**src/rtl/stream_demux.sv**
```systemverilog
// stream_demux: routes one input stream to N_CH independently drained output channels.
// Targets come from in_sel (addressed) or a wrapping scan pointer; out-of-range beats are dropped and counted.
module stream_demux #(
   parameter int DATA_W = 8,
   parameter int N_CH   = 8,
   parameter int SEL_W  = 3
) (
   input  logic                   clk,
   input  logic                   rst_n,
   input  logic                   mode,
   input  logic                   in_valid,
   output logic                   in_ready,
   input  logic [DATA_W-1:0]      in_data,
   input  logic [SEL_W-1:0]       in_sel,
   output logic [N_CH-1:0]        out_valid,
   input  logic [N_CH-1:0]        out_ready,
   output logic [N_CH*DATA_W-1:0] out_data,
   output logic                   err,
   output logic [7:0]             drop_cnt
);
   localparam logic [SEL_W:0]   N_LIM = (SEL_W+1)'(N_CH);
   localparam logic [SEL_W-1:0] LAST  = SEL_W'(N_CH - 1);
   logic [SEL_W-1:0] ptr, t;
   logic             hit, acc;
   logic [N_CH-1:0]  load;
   always_comb begin
      t = mode ? ptr : in_sel;
      hit = {1'b0, t} < N_LIM;
      in_ready = !hit || !out_valid[t] || out_ready[t];
      acc = in_valid && in_ready;
      load = '0;
      if (acc && hit) load[t] = 1'b1;
   end
   // a load on the same edge as a drain wins, keeping one beat per cycle per channel
   always_ff @(posedge clk or negedge rst_n) begin
      if (!rst_n) begin
         out_valid <= '0;
         out_data  <= '0;
         ptr       <= '0;
         err       <= 1'b0;
         drop_cnt  <= '0;
      end else begin
         for (int k = 0; k < N_CH; k++)
            if (load[k]) out_data[k*DATA_W +: DATA_W] <= in_data;
         out_valid <= load | (out_valid & ~out_ready);
         if (acc && mode) ptr <= (ptr == LAST) ? '0 : ptr + SEL_W'(1);
         err <= acc && !hit;
         if (acc && !hit && !(&drop_cnt)) drop_cnt <= drop_cnt + 8'd1;
      end
   end
endmodule

```
**config.mk**
```make
export PLATFORM = sky130hd
export DESIGN_NAME = stream_demux
export DESIGN_NICKNAME = d
export VERILOG_FILES = /design/src/rtl/stream_demux.sv
export SDC_FILE = /design/constraint.sdc
export NUM_CORES = 1
export LEC_CHECK = 0
export ABC_CLOCK_PERIOD_IN_PS = 3150
export BUFFER_PORTS_ARGS = -buffer_cell sky130_fd_sc_hd__buf_2
export CAP_MARGIN = 0
export CORE_MARGIN = 4
export CORE_UTILIZATION = 29
export CTS_CLUSTER_DIAMETER = 120
export CTS_CLUSTER_SIZE = 28
export DETAILED_ROUTE_END_ITERATION = 16
export PLACE_DENSITY = 0.47
export SYNTH_ARGS = -nofsm -noshare
export SYNTH_HDL_FRONTEND = slang
export SYNTH_SLANG_ARGS = --single-unit
```
**constraint.sdc**
```tcl
create_clock -name clk -period 3.15 [get_ports clk]
set_clock_uncertainty 0.15 [all_clocks]
set_input_delay 0.315 -clock clk [delete_from_list [all_inputs] [get_ports clk]]
set_output_delay 0.315 -clock clk [all_outputs]
set_load 0.05 [all_outputs]
```
## After elaboration in Yosys (flattened, before gate mapping)

Cells that the tools add are included.

| operators by class | value |
|---|---|
| add/subtract/negate cells | 1 |
| multiply operators | 0 |
| div/mod/pow operators | 0 |
| magnitude comparators | 2 |
| eq/ne operators | 1 |
| shifts and indexed selects | 0 |
| multiplexer cells | 9 |
| bitwise gates (word level) | 3 |
| reductions and logical operators | 5 |

Operators by type and width:

| cell | count |
|---|---|
| AND 8 bit | 1 |
| two-way mux 8 bit | 1 |
| NOT 8 bit | 1 |
| bitwise OR 8 bit | 1 |
| binary-select mux 1 bit (select 3 bit) | 2 |
| two-way mux 3 bit | 2 |
| less-than comparator 3 x 4 -> 1 bit, second input constant | 1 |
| adder 3 x 1 -> 3 bit, second input constant | 1 |
| demux 1 bit (select 3 bit) | 1 |
| == test 3 bit, second input constant | 1 |
| >= comparator 3 x 1 -> 1 bit, second input constant | 1 |
| logical AND 1 bit | 3 |
| two-way mux 1 bit | 3 |
| zero test 1 bit | 1 |
| logical OR 1 bit | 1 |

| storage, ports and cells | value |
|---|---|
| register bits after elaboration | 75 |
| latch bits | 0 |
| RAM bits | 0 |
| ROM bits | 0 |
| output and inout port bits | 82 |
| memories kept | 0 |

## Logic depth before layout (Yosys ltp)

| depth | value |
|---|---|
| word-level depth | 8 |
| gate-level depth with buffers | 8 |

## Worst setup path before layout

No wires, ideal clock.

| path | value |
|---|---|
| kind | reg-to-output |
| start point | register out_valid[1] |
| end point | output port in_ready |
| data arrival time | 1.965 ns |
| path slack | 0.720 ns |
| cell stages (with the launch flop) | 6 |
| path buffers | 0 |
| cell sequence | dfrtp_1 -> mux2i_1 -> o21ai_0 -> a2111oi_4 -> a21oi_1 -> nand2_1 |

| between the ends | value |
|---|---|
| cells in the longest elaborated chain, start to end | 4 |

Ends and longest elaborated chain:

| element | RTL line | source |
|---|---|---|
| start: declaration | 15 | `output logic [N_CH-1:0] out_valid,` |
| start signal: assignment | 45 | `out_valid <= load \| (out_valid & ~out_ready);` |
| binary-select mux 1 bit (select 3 bit) | 29 | `in_ready = !hit \|\| !out_valid[t] \|\| out_ready[t];` |
| two-way mux 1 bit (not written as such) | 29 |  |
| zero test 1 bit | 29 |  |
| logical OR 1 bit | 29 |  |
| end: declaration | 12 | `output logic in_ready,` |

No other way between the ends. The select of a mux whose other input is x is not followed.

## Worst setup path in the final report

| path | value |
|---|---|
| start point | register ptr[0] |
| end point | output port in_ready |

| between the ends | value |
|---|---|
| cells in the longest elaborated chain, start to end | 5 |

Ends and longest elaborated chain:

| element | RTL line | source |
|---|---|---|
| start: declaration | 23 | `logic [SEL_W-1:0] ptr, t;` |
| start signal: assignment | 46 | `if (acc && mode) ptr <= (ptr == LAST) ? '0 : ptr + SEL_W'(1);` |
| two-way mux 3 bit (*) | 27 | `t = mode ? ptr : in_sel;` |
| binary-select mux 1 bit (select 3 bit) | 29 |  |
| two-way mux 1 bit (not written as such) | 29 |  |
| zero test 1 bit | 29 |  |
| logical OR 1 bit (*) | 29 |  |

Every way passes the cells marked *; elsewhere a longest branch is shown, timed or not. The select of a mux whose other input is x is not followed.

==> reports/metrics.csv <==
stage;metric;value;unit
timing;Tcrit/Tclk final;0.9246;
timing;RSZ-0062 raised after global routing;false;
yosys;Post-synth ARST share;1.000;
finish;diode count;0;
clock_tree;clk slew on worst S/H paths;0.06;ns
yosys;Synth Area in Compound Gates;0.09231;
grt;grt total ovfl;0;
drt;post-route ant nets;0;
floorplan;die height;115.2;um
setup_path;CP peak stage delay;0.61;ns
hold_path;worst hold path class;input pin to asynchronous set/reset pin;
yosys;synthesized area;0.003334;mm^2
timing;fin crit period;2.913;ns
timing;worst-margin pin slew;0.9496;ns
grt;largest net degree at the start of global routing;76;
clock_tree;clock buffer count from CTS;9;
yosys;area share of fa/ha/maj cells after synthesis;0.007505;
run;max-cap violations;0;
clock_tree;clock buffer depth;2;
setup_path;Worst EP arrival;2.45;ns
yosys;Yosys top cell area share;0.5629;
yosys;synthesized area per cell;13.89;um^2
yosys;synth unique cells;37;
status;violated checks;negative hold slack;
yosys;largest cells by area after synthesis;dfrtp_1, mux2_2, buf_4;
yosys;Synth Flop Type;dfrtp_1;
clock_tree;# hold bufs at CTS;0;
yosys;mux cell area share after synthesis;0.2454;
clock_tree;Worst-Skew Late Latency;0.32;ns
grt;vias in the first global route;2451;
floorplan;die area;0.01328;mm^2
floorplan;chip width;115.2;um
grt;global-route wire length before repair;14.09;mm
drt;WL final;8.718;mm
grt;initial antenna violation count;0;
timing;Hold Fails Final Rpt;11;
status;status;finished with violations;
drt;detailed-route DRC error count;0;
drt;first-pass iteration count of the detailed router;5;
finish;share of cells above drive strength 1;0.5616;
drt;WL/cell;17.83;um
timing;relative slew slack;0.3670;
setup_path;maximum fanout along the worst path;11;
place;PortBufs;95;
setup_path;Cell Chain, Critical Path;mux2i_1, o21ai_0, a2111oi_4, a21oi_1, nand2_1, buf_2;
yosys;main combinational cell family by area after synthesis;multiplexers;
finish;Filler cells;1100;
setup_path;slowest CP cell;a2111oi_4;
clock_tree;Post-CTS Setup Inserts;0;
setup_path;Worst Reg-to-Reg Cells;6;
clock_tree;htree depth;3;
timing;Finish-stage setup viols;0;
yosys;simple-gate share of the synthesized area;0.04878;
clock_tree;CTS tree;done;
yosys;count leader, synth;dfrtp_1;
clock_tree;root buffer cell;clkbuf_16;
timing;WHS;-0.008622;ns
setup_path;critical path endpoint category;primary output;
drt;DRT iter0 DRCs;80;
drt;Vias;2289;
timing;fmax;343.3;MHz
yosys;xor and xnor area share after synthesis;0;
floorplan;I/O pins;105;
clock_tree;clk sinks;75;
floorplan;Core ar.;0.01103;mm^2
place;hpwl dp;6.155;mm
place;Final GP Congestion;0.7521;
clock_tree;Resized cells post-CTS;0;
yosys;post-synthesis sequential area ratio;0.5629;
setup_path;critical path type;register to primary output;
timing;sum of negative setup slack;0;ns
timing;Max Transition Viols Final;0;
yosys;Synth warnings;0;
setup_path;CP required;2.68;ns
yosys;Synth area leader;dfrtp_1;
yosys;Yosys reg bits;75;
floorplan;Cell Rows;38;
floorplan;Initial Util;0.3023;
yosys;Synth top cells by count;dfrtp_1, mux2_2, buf_4, inv_1, nand2_1;
yosys;EDFF count, synth;0;
yosys;Cells after Synth;240;
setup_path;Worst setup SP type;register;
grt;gr usage total;0.1398;
finish;# nets final;370;
finish;area delta synth->final;28.14;%
drt;vias per inst;4.681;
==> registers in the layout, indices dropped and copies added, names as in the netlist <==
| register | cells |
|---|---|
| out_data | 64 |
| out_valid | 8 |
| ptr | 3 |
==> per-stage QoR <==
stage	cell area, um^2	util	instances	setup slack, ns	hold WS [ns]
3_5_place_dp	3964	0.3593	474	0.1948	0.3400
3_3_place_gp	3964	0.3593	474	0.2522	0.3324
5_1_grt	4273	0.3874	489	0.06841	0.02827
4_1_cts	4273	0.3874	489	0.2279	0.03201
6_report	4273	0.3874	489	0.2374	-0.008622
2_1_floorplan	3364	-	248	0.7203	-0.1306
==> worst max-delay path, delay by kind of cell (launching register included) <==
family	cells	cell delay, ns
buffers and inverters	1	0.27
flip-flops	1	0.57
AND/OR/NAND/NOR	1	0.13
multiplexers	1	0.22
AO/OA/AOI/OAI	3	0.94
==> placed cells by master, fill, tap and decap left out, types with 2 or more instances in the layout <==
cell,netlist,routed
nand3b_1,4,4
o21ai_0,6,6
ha_1,2,2
bufinv_16,0,2
and2_1,3,3
a21oi_1,5,5
clkbuf_1,1,2
nor3b_1,2,2
nand3_1,2,2
clkbuf_16,0,9
nor2_1,5,5
inv_1,9,9
a21o_1,6,6
nor2b_1,2,2
a21oi_2,5,5
mux2_2,68,68
buf_2,3,94
o211ai_2,3,3
dfrtp_1,75,75
buf_4,11,8
conb_1,1,9
mux2i_1,3,3
nand2_1,8,8
==> path summary, 6_finish.rpt <==
kind / from / slack (ns) / end
min reg2reg: out_data[29]$_DFFE_PN0P_ / 0.35 / out_data[29]$_DFFE_PN0P_
min in group clk: out_ready[1] / 0.05 / out_valid[1]$_DFF_PN0_
min: rst_n / -0.009 / out_data[16]$_DFFE_PN0P_
max: ptr[0]$_DFFE_PN0P_ / 0.24 / in_ready
max in group asynchronous: rst_n / 2.25 / out_data[23]$_DFFE_PN0P_
max reg2reg: ptr[0]$_DFFE_PN0P_ / 0.42 / out_data[58]$_DFFE_PN0P_
==> logic make-up (layout without fill, tap and decap cells) <==
| logic type | after synthesis | in the layout |
|---|---|---|
| buf+inv | 25 | 126 |
| compound gates | 35 | 35 |
| flops | 75 | 75 |
| simple gates | 30 | 30 |
| mux | 72 | 72 |
| other cells | 1 | 9 |
| fa+ha+maj | 2 | 2 |
==> area by class of cell <==
type	count	area [um^2]	share of cell area
inverter	9	33.78	0.007906
multi-input combinational	148	1348	0.3154
sequential	75	1877	0.4392
timing repair buffer	102	530.5	0.1242
clock buffer	11	232.7	0.05447
tap	140	175.2	0.04100
clock inverter	4	76.32	0.01786
==> metal layers <==
metal | global-route usage | up-vias | part of all wire
met5 | 0 | - | 0
met4 | 0.02817 | 0 | 0.0087
met3 | 0.05632 | 9 | 0.081
met2 | 0.2133 | 76 | 0.45
met1 | 0.1888 | 1145 | 0.46
li1 | - | 1059 | -
Power is not shown: default switching activity piles up to over one toggle a cycle in this logic, so the estimate is an artifact.
